**src/rtl/pci_pkg.sv**
```systemverilog
// Shared definitions for the PCI target controller: command codes, response codes
// and the state encodings of the bus-side FSM and the delayed-read slot.
package pci_pkg;

   localparam logic [3:0] CMD_IO_READ   = 4'h2;
   localparam logic [3:0] CMD_IO_WRITE  = 4'h3;
   localparam logic [3:0] CMD_MEM_READ  = 4'h6;
   localparam logic [3:0] CMD_MEM_WRITE = 4'h7;
   localparam logic [3:0] CMD_CFG_READ  = 4'hA;
   localparam logic [3:0] CMD_CFG_WRITE = 4'hB;

   localparam logic [1:0] RESP_OK     = 2'b00;
   localparam logic [1:0] RESP_SLVERR = 2'b10;
   localparam logic [1:0] RESP_DECERR = 2'b11;

   typedef enum logic [2:0] {
      BUS_IDLE,
      BUS_WRITE,
      BUS_READ,
      BUS_RETRY,
      BUS_ABORT
   } bus_state_t;

   typedef enum logic [1:0] {
      SLOT_EMPTY,
      SLOT_ISSUE,
      SLOT_WAIT,
      SLOT_HOLD
   } slot_state_t;

endpackage

```
**src/rtl/pci_tgt_read_slot.sv**
```systemverilog
// One-entry delayed-read slot: holds the retried address, fetches it over the register
// bus and keeps the data until the matching retry. Optional timeout: PCI_TGT_DISCARD_EN.
module pci_tgt_read_slot
   import pci_pkg::*;
#(
   parameter int ADDR_W         = 16,
   parameter int DISCARD_CYCLES = 32768
) (
   input  logic              clk,
   input  logic              rst,
   input  logic              capture,
   input  logic [ADDR_W-3:0] cap_addr,
   input  logic              consume,
   input  logic              read_active,
   output slot_state_t       state,
   output logic [ADDR_W-3:0] slot_addr,
   output logic [31:0]       slot_data,
   output logic              slot_err,
   output logic [ADDR_W-1:0] reg_raddr,
   output logic              reg_rvalid,
   input  logic              reg_rready,
   input  logic [31:0]       reg_rdata,
   input  logic              reg_rdvalid,
   input  logic              reg_rderr
);

   slot_state_t state_next;
   logic        load_data;
   logic        discard;

`ifdef PCI_TGT_DISCARD_EN
   localparam logic [15:0] DISCARD_LAST = 16'(DISCARD_CYCLES - 1);
   logic [15:0] hold_cnt;

   // Counter sits at zero outside HOLD so every entry to HOLD starts a fresh timeout
   always_ff @(posedge clk or posedge rst) begin
      if (rst)
         hold_cnt <= '0;
      else if (state != SLOT_HOLD)
         hold_cnt <= '0;
      else if (hold_cnt != DISCARD_LAST)
         hold_cnt <= hold_cnt + 16'd1;
   end

   assign discard = (state == SLOT_HOLD) && (hold_cnt == DISCARD_LAST) && !read_active;
`else
   logic unused_discard;
   assign unused_discard = read_active ^ (DISCARD_CYCLES > 0);
   assign discard        = 1'b0;
`endif

   always_ff @(posedge clk or posedge rst) begin
      if (rst)
         state <= SLOT_EMPTY;
      else
         state <= state_next;
   end

   // Read data may come back in the same cycle the request is accepted
   always_comb begin
      state_next = state;
      load_data  = 1'b0;
      case (state)
         SLOT_EMPTY:
            if (capture)
               state_next = SLOT_ISSUE;
         SLOT_ISSUE:
            if (reg_rready) begin
               if (reg_rdvalid) begin
                  load_data  = 1'b1;
                  state_next = SLOT_HOLD;
               end else begin
                  state_next = SLOT_WAIT;
               end
            end
         SLOT_WAIT:
            if (reg_rdvalid) begin
               load_data  = 1'b1;
               state_next = SLOT_HOLD;
            end
         SLOT_HOLD:
            if (consume || discard)
               state_next = SLOT_EMPTY;
         default:
            state_next = SLOT_EMPTY;
      endcase
   end

   always_ff @(posedge clk or posedge rst) begin
      if (rst) begin
         slot_addr <= '0;
         slot_data <= '0;
         slot_err  <= 1'b0;
      end else begin
         if (state == SLOT_EMPTY && capture)
            slot_addr <= cap_addr;
         if (load_data) begin
            slot_data <= reg_rdata;
            slot_err  <= reg_rderr;
         end
      end
   end

   assign reg_rvalid = (state == SLOT_ISSUE);
   assign reg_raddr  = {slot_addr, 2'b00};

endmodule

```
**src/rtl/pci_target_ctrl.sv**
```systemverilog
// PCI target-side controller: BAR hit decode, posted single-beat writes and delayed
// reads through pci_tgt_read_slot. Optional read-slot timeout: PCI_TGT_DISCARD_EN.
module pci_target_ctrl
   import pci_pkg::*;
#(
   parameter int BAR_INDEX      = 0,
   parameter int ADDR_W         = 16,
   parameter int DISCARD_CYCLES = 32768
) (
   input  logic              clk,
   input  logic              rst,
   input  logic [31:0]       ADDR,
   input  logic              ADDR_VLD,
   input  logic [7:0]        BASE_HIT,
   input  logic              S_WRDN,
   input  logic [3:0]        S_CBE,
   input  logic              S_DATA,
   input  logic              S_DATA_VLD,
   input  logic              S_SRC_EN,
   input  logic [31:0]       ADIO_OUT,
   output logic [31:0]       ADIO_IN,
   output logic              S_READY,
   output logic              S_TERM,
   output logic              S_ABORT,
   output logic [ADDR_W-1:0] reg_waddr,
   output logic [31:0]       reg_wdata,
   output logic [3:0]        reg_wstrb,
   output logic              reg_wvalid,
   input  logic              reg_wready,
   output logic [ADDR_W-1:0] reg_raddr,
   output logic              reg_rvalid,
   input  logic              reg_rready,
   input  logic [31:0]       reg_rdata,
   input  logic              reg_rdvalid,
   input  logic              reg_rderr
);

   localparam int AW = ADDR_W - 2;

   bus_state_t  bus_state, bus_next;
   slot_state_t slot_state;
   logic [AW-1:0] txn_addr, wr_addr, slot_addr;
   logic [31:0]   slot_data;
   logic          slot_err;
   logic          hit, seen_data, bus_leave;
   logic          slot_capture, slot_consume, read_active, wr_taken;
   logic          unused_inputs;

   assign hit       = ADDR_VLD & BASE_HIT[BAR_INDEX];
   assign bus_leave = seen_data & ~S_DATA;
   assign unused_inputs = ^{S_SRC_EN, ADDR, BASE_HIT};

   // Writes are retried while a posted write is pending or a delayed read is in flight
   always_comb begin
      bus_next     = bus_state;
      slot_capture = 1'b0;
      case (bus_state)
         BUS_IDLE:
            if (hit) begin
               if (S_WRDN) begin
                  if (reg_wvalid || slot_state == SLOT_ISSUE || slot_state == SLOT_WAIT)
                     bus_next = BUS_RETRY;
                  else
                     bus_next = BUS_WRITE;
               end else begin
                  case (slot_state)
                     SLOT_EMPTY: begin
                        slot_capture = 1'b1;
                        bus_next     = BUS_RETRY;
                     end
                     SLOT_HOLD:
                        if (slot_addr == ADDR[ADDR_W-1:2])
                           bus_next = slot_err ? BUS_ABORT : BUS_READ;
                        else
                           bus_next = BUS_RETRY;
                     default:
                        bus_next = BUS_RETRY;
                  endcase
               end
            end
         default:
            if (bus_leave)
               bus_next = BUS_IDLE;
      endcase
   end

   assign slot_consume = (bus_state == BUS_READ && S_DATA_VLD) ||
                         (bus_state == BUS_ABORT && bus_leave);
   assign read_active  = (bus_state == BUS_READ) || (bus_state == BUS_ABORT) ||
                         (bus_next == BUS_READ) || (bus_next == BUS_ABORT);

   // Handshake outputs are registered from the next state so they appear the cycle after ADDR_VLD
   always_ff @(posedge clk or posedge rst) begin
      if (rst) begin
         bus_state <= BUS_IDLE;
         seen_data <= 1'b0;
         S_READY   <= 1'b0;
         S_TERM    <= 1'b0;
         S_ABORT   <= 1'b0;
         ADIO_IN   <= '0;
         txn_addr  <= '0;
      end else begin
         bus_state <= bus_next;
         seen_data <= (bus_state != BUS_IDLE) && (bus_next != BUS_IDLE) && (seen_data || S_DATA);
         S_READY   <= (bus_next == BUS_WRITE) || (bus_next == BUS_READ);
         S_TERM    <= (bus_next == BUS_WRITE) || (bus_next == BUS_READ) || (bus_next == BUS_RETRY);
         S_ABORT   <= (bus_next == BUS_ABORT);
         ADIO_IN   <= (bus_next == BUS_READ) ? slot_data : '0;
         if (bus_state == BUS_IDLE && hit)
            txn_addr <= ADDR[ADDR_W-1:2];
      end
   end

   // One data beat per write transaction; all-zero byte enables complete without a register write
   always_ff @(posedge clk or posedge rst) begin
      if (rst) begin
         reg_wvalid <= 1'b0;
         reg_wdata  <= '0;
         reg_wstrb  <= '0;
         wr_addr    <= '0;
         wr_taken   <= 1'b0;
      end else begin
         if (bus_state == BUS_WRITE && S_DATA_VLD && !wr_taken) begin
            wr_taken   <= 1'b1;
            wr_addr    <= txn_addr;
            reg_wdata  <= ADIO_OUT;
            reg_wstrb  <= ~S_CBE;
            reg_wvalid <= (S_CBE != 4'hF);
         end else if (reg_wvalid && reg_wready) begin
            reg_wvalid <= 1'b0;
         end
         if (bus_next == BUS_IDLE)
            wr_taken <= 1'b0;
      end
   end

   assign reg_waddr = {wr_addr, 2'b00};

   pci_tgt_read_slot #(
      .ADDR_W         (ADDR_W),
      .DISCARD_CYCLES (DISCARD_CYCLES)
   ) u_read_slot (
      .clk         (clk),
      .rst         (rst),
      .capture     (slot_capture),
      .cap_addr    (ADDR[ADDR_W-1:2]),
      .consume     (slot_consume),
      .read_active (read_active),
      .state       (slot_state),
      .slot_addr   (slot_addr),
      .slot_data   (slot_data),
      .slot_err    (slot_err),
      .reg_raddr   (reg_raddr),
      .reg_rvalid  (reg_rvalid),
      .reg_rready  (reg_rready),
      .reg_rdata   (reg_rdata),
      .reg_rdvalid (reg_rdvalid),
      .reg_rderr   (reg_rderr)
   );

endmodule

```
**config.mk**
```make
export PLATFORM = sky130hd
export DESIGN_NAME = pci_target_ctrl
export DESIGN_NICKNAME = d
export VERILOG_FILES = /design/src/rtl/pci_pkg.sv /design/src/rtl/pci_tgt_read_slot.sv /design/src/rtl/pci_target_ctrl.sv
export SDC_FILE = /design/constraint.sdc
export NUM_CORES = 1
export LEC_CHECK = 0
export CAP_MARGIN = 20
export CORE_MARGIN = 5
export CORE_UTILIZATION = 40
export CTS_BUF_LIST = sky130_fd_sc_hd__clkbuf_16
export CTS_CLUSTER_SIZE = 28
export DETAILED_ROUTE_END_ITERATION = 12
export GPL_ROUTABILITY_DRIVEN = 0
export HOLD_SLACK_MARGIN = 0.03
export PLACE_DENSITY = 0.73
export RECOVER_POWER = 50
export SYNTH_ARGS = -nofsm -noshare
export SYNTH_HDL_FRONTEND = slang
export SYNTH_SLANG_ARGS = --single-unit
```
**constraint.sdc**
```tcl
create_clock -name clk -period 11.4 [get_ports clk]
set_clock_uncertainty 0.15 [all_clocks]
set_input_delay 2.28 -clock clk [delete_from_list [all_inputs] [get_ports clk]]
set_output_delay 2.28 -clock clk [all_outputs]
set_load 0.02 [all_outputs]
```
**Yosys cells after proc, flatten, opt, wreduce, memory -nomap -nowiden**

Index checks and enable logic that the tools add are counted.

- Flip-flop bits (word level): 154
- Output and inout bits: 105
- Logic and storage cells: 86

- Equality and inequality tests: 16
- Multiplexer cells: 26
- Bitwise gates (word level): 4
- Reductions and logical operators: 24

Operators by type and width:

| operator | number |
|---|---|
| 32-bit two-way mux | 1 |
| 3-bit two-way mux | 7 |
| 14-bit equality test | 1 |
| 1-bit two-way mux | 11 |
| 2-bit two-way mux | 5 |
| 3-bit by 2-bit equality test with 1-bit output (second input constant) | 3 |
| 1-bit logical AND | 9 |
| 2-bit case mux with 4 select lines | 1 |
| 3-bit by 1-bit equality test with 1-bit output (second input constant) | 2 |
| 3-bit equality test (second input constant) | 2 |
| 3-bit logical NOT | 2 |
| 1-bit logical OR | 6 |
| 3-bit nonzero test | 2 |
| 2-bit equality test (second input constant) | 2 |
| 2-bit by 1-bit != test with 1-bit output (second input constant) | 2 |
| 2-bit != test (second input constant) | 2 |
| 4-bit != test (second input constant) | 1 |
| 4-bit inverter | 1 |
| 4-bit AND reduction | 1 |
| 2-bit nonzero test | 2 |
| 1-bit AND | 2 |
| 2-bit by 1-bit equality test with 1-bit output (second input constant) | 1 |
| 2-bit logical NOT | 1 |
| 1-bit case mux with 2 select lines | 1 |
| other kinds (2) | 2 |

**Logic depth before layout (Yosys ltp)**

- Depth in word-level cells: 10
- Depth in mapped cells: 8
- Mapped depth without buffers: 7

**Modules after synthesis**

From an unflattened synthesis, not the netlist that was laid out.

- Cells, all modules: 549
- Area, all modules: 6268.5 sq um

Modules (own cells, without submodules):

| module | times used | cells an instance | area each (sq um) |
|---|---|---|---|
| pci_target_ctrl | 1 | 409 | 4108.9 |
| pci_tgt_read_slot | 1 | 140 | 2159.6 |

**Worst setup path before layout**

No wires, ideal clock.

- Path type: input port to flip-flop
- From: input port S_WRDN
- To: register ADIO_IN[10]
- Setup time: 119 ps
- Arrival time: 3471 ps
- Slack: 7660 ps
- Stages on the path: 5
- Cells stage by stage: nor4b_1 -> nor3_4 -> o221a_4 -> buf_6 -> and2_1

- Word-level cells in the longest chain between the ends: 5

Ends and longest elaborated chain:

| element | RTL line | RTL |
|---|---|---|
| from (decl) | pci_target_ctrl.sv:15 | `input logic S_WRDN,` |
| 3-bit two-way mux | pci_target_ctrl.sv:60 | `if (S_WRDN) begin` |
| 3-bit two-way mux | pci_target_ctrl.sv:59 | `if (hit) begin` |
| 3-bit two-way mux | pci_target_ctrl.sv:57 | `case (bus_state)` |
| 3-bit by 2-bit equality test with 1-bit output | pci_target_ctrl.sv:108 | `ADIO_IN <= (bus_next == BUS_READ) ? slot_data : '0;` |
| 32-bit two-way mux | pci_target_ctrl.sv:108 |  |
| to (signal assigned) | pci_target_ctrl.sv:108 |  |
| to (decl) | pci_target_ctrl.sv:21 | `output logic [31:0] ADIO_IN,` |

Every way passes these cells.
A chain may end at the register's enable or synchronous reset.

==> results.py <==
metrics = {
    "clocking": {
        "clk_latency_ns": 0.42,
        "cts_hold_repair.buffers": 0,
        "clock_path_buffers": 2,
        "ctsHtreeMaxLevel": 4,
        "post_cts_resized": 0,
        "cts.reportedPaths.clkPinSlew_ns": 0.06,
        "cts_inserted_buffers": 17,
        "cts_tree": "done",
        "cts_sinks": 154,
        "cts-root-buf": "clkbuf_16",
        "cts_setup_buffers": 0,
    },
    "die": {
        "die-area_um2": 17750,
        "ioPinCount": 224,
        "die_x_um": 133.2,
        "initial_utilization_pct": 40.42,
        "fp-row-count": 45,
        "die_h_um": 133.2,
        "core_um2": 15030,
    },
    "sta": {
        "final.setup.tns_ns": 0,
        "maxSlewViolCount": 174,
        "finalSetupViolations": 0,
        "rsz0062_at_grt": "false",
        "layout_min_cycle_time_ns": 5.627,
        "hold_viol": 0,
        "timing.final.crit_share_pct": 49.36,
        "slew_headroom_pct": -137.5,
        "worst_pin_slew_ns": 3.543,
        "max_freq_ghz": 0.1777,
    },
    "grt": {
        "antenna_found_initial": 2,
        "grt_busiest_layer": "met2",
        "grt_overflow": 0,
        "grt_use_met1_pct": 18.50,
        "grt_pass1_vias": 4416,
        "track_usage_pct": 16.39,
        "use_met3_pct": 8.686,
        "grt_max_degree": 82,
        "grt_pass1_wl_um": 22870,
        "met2_usage_pct": 26.81,
    },
    "worst_setup_path": {
        "ff2ff_setup_slack_ns": 7.75,
        "rr_startpoint": "bus_state[2]",
        "path_depth": 3,
        "crit_family": "buffers and inverters",
        "path_buf_inv": 3,
        "crit_fanout": 81,
        "start_kind": "input pin",
        "r2r-end": "reg_wdata[7]",
        "startpoint": "rst",
        "critPathMaxStageDelay_ns": 2.00,
        "cp.required_ns": 11.66,
        "reg2reg_depth": 4,
        "path_class": "input pin to asynchronous set/reset pin",
        "crit_chain": "dlygate4sd3_1 -> clkinvlp_2 -> buf_4",
        "endpoint": "wr_taken",
        "slowest_stage": "clkinvlp_2",
        "end_kind": "asynchronous set/reset pin",
        "cp.arrival_ns": 5.89,
    },
    "synthesis": {
        "synth_area_leader_cell": "dfrtp_1",
        "yosys_warnings": 0,
        "ys_seq_area_share_pct": 63.43,
        "syn_avg_cell_area_um2": 13.81,
        "synth.top_cell.area_share_pct": 63.43,
        "async_flop_share_pct": 100.0,
        "yosysMostFrequentCell": "dfrtp_1",
        "synthFlopType": "dfrtp_1",
        "synth-edff-count": 0,
        "synth_seq_cells": 154,
        "syn-cell-area_um2": 6076,
        "postSynthCellCount": 440,
        "ys_types": 40,
        "synth_top_cells_by_count": "154 x dfrtp_1, 78 x mux2_2, 53 x nand2_1",
        "synth_area_leaders": "dfrtp_1 63%, mux2_2 14%, and2_1 3.5%, nand2_1 3.3%, mux2_4 2.5%",
    },
    "finish": {
        "nFillCells": 1210,
        "drive_gt1_share_pct": 19.47,
        "fin_nets": 758,
        "fin_util_pct": 57.99,
        "area_growth_pct": 43.47,
        "diodes": 0,
    },
    "min_path": {
        "hp-class": "flip-flop to flip-flop",
    },
    "drt": {
        "drc": 0,
        "drt_iter0_drc": 103,
        "viasPerCell": 4.860,
        "routed_wl_um": 14040,
        "wl_per_cell_um": 16.81,
        "dr_total_vias": 4058,
        "drtPass1Iterations": 4,
        "ant_nets": 0,
    },
    "pwr": {
        "p_leak_nw": 3.933,
        "power_per_cell_area_nw_per_um2": 284.6,
        "ir_drop_uv": 123.3,
    },
    "placement": {
        "port_buffers": 193,
        "hpwl_um": 9964,
    },
    "outcome": {
        "violations": "capacitance limit, slew limit",
        "status": "finished with violations",
    },
    "job": {
        "maxCapViolCount": 3,
    },
}
layout by cell type (no fill, tap or decap), types with 2 or more instances in the layout:
cell type        netlist  layout
nand2_1               53      53
inv_1                  6       6
o22ai_1                3       3
nand4bb_1              2       2
and2_1                34      34
a21oi_1                8       8
a211oi_1               4       4
mux2_4                10      10
o21ai_0               11      11
clkdlybuf4s50_1        0     135
dlygate4sd3_1          0      58
nand3b_1               2       2
xnor2_1               14      14
ha_1                   4       4
clkinv_2               0       4
clkinv_4               0       2
mux2_2                78      77
bufinv_16              0       3
dfrtp_1              154     154
clkbuf_1               8       2
nand4_1                3       3
nor2_1                 5       5
clkbuf_16              0      17
nor2b_1                2       2
buf_4                  4       2
o31a_1                 2       2
mux2_1                 4       5
clkinvlp_4             0       3
or2_2                  2       2
conb_1                 1       4
cell type report:
type / instances / area [um^2] / area share (%)
Clock buffer: 17 / 425.4 / 4.880
Inverter: 6 / 23.77 / 0.2727
Clock inverter: 14 / 157.7 / 1.809
Multi-Input combinational cell: 259 / 2067 / 23.71
Tap cell: 188 / 235.2 / 2.698
Timing Repair Buffer: 197 / 1954 / 22.42
Sequential cell: 154 / 3854 / 44.21
state kept, by name, summed over array words and instances (netlist names):
name                   flops
ADIO_IN                   32
reg_wdata                 32
u_read_slot.slot_data     32
txn_addr                  14
u_read_slot.slot_addr     14
wr_addr                   14
reg_wstrb                  4
bus_state                  3
u_read_slot.state          2
S_ABORT                    1
S_READY                    1
S_TERM                     1
reg_wvalid                 1
seen_data                  1
u_read_slot.slot_err       1
wr_taken                   1
routing by layer:
| metal | wire length (um) | vias up |
|---|---|---|
| li1 | - | 1873 |
| met1 | 5366 | 2012 |
| met2 | 6937 | 143 |
| met3 | 1499 | 26 |
| met4 | 208 | 4 |
| met5 | 28 | - |
worst register-to-register path: stages (launching register included):
cell and delay [ns]:
dfrtp_1 0.51, nor2_1 0.14, nand4b_1 0.12, clkbuf_1 2.09, mux2_2 0.52
kinds of logic (layout without fill, tap and decap cells):
group,after synthesis,in the layout,synth area share (%)
xor+xnor,14,14,2.018
simple gates,112,112,9.679
flops,154,154,63.43
fa+ha+maj,4,4,0.8238
compound gates,33,33,3.583
other cells,1,4,0.06172
mux,92,92,17.67
buf+inv,30,234,2.739
power by group:
group	total, mW	switching [mW]	internal [mW]
Clock	0.557	0.217	0.340
Sequential	0.929	0.135	0.795
Combinational	0.995	0.474	0.521
how the worst min path moves through the flow:
| stage | startpoint | endpoint | slack (ns) | depth (start not counted) |
|---|---|---|---|---|
| 3_3_place_gp | txn_addr[5] | txn_addr[5] | 0.31 | 2 |
| 2_1_floorplan | txn_addr[0] | txn_addr[0] | 0.29 | 2 |
| 6_report | txn_addr[3] | txn_addr[3] | 0.32 | 2 |
| 4_1_cts | txn_addr[3] | txn_addr[3] | 0.33 | 2 |
| 5_1_grt | txn_addr[7] | txn_addr[7] | 0.34 | 2 |
| 3_5_place_dp | txn_addr[3] | txn_addr[3] | 0.31 | 2 |
through the flow:
stage / cell area [um^2] / hold slack [ns] / instances / total power [mW] / setup slack (ns)
finish: 8717 / 0.3235 / 835 / 2.481 / 5.773
global route: 8717 / 0.3423 / 835 / 2.630 / 4.965
CTS: 8736 / 0.3276 / 835 / 2.543 / 7.036
detailed placement: 8153 / 0.3127 / 804 / 1.976 / 6.597
global placement: 8153 / 0.3055 / 804 / 1.936 / 6.677
floorplan: 6087 / 0.2917 / 443 / 1.519 / 4.820
(Power assumes the default switching activity.)
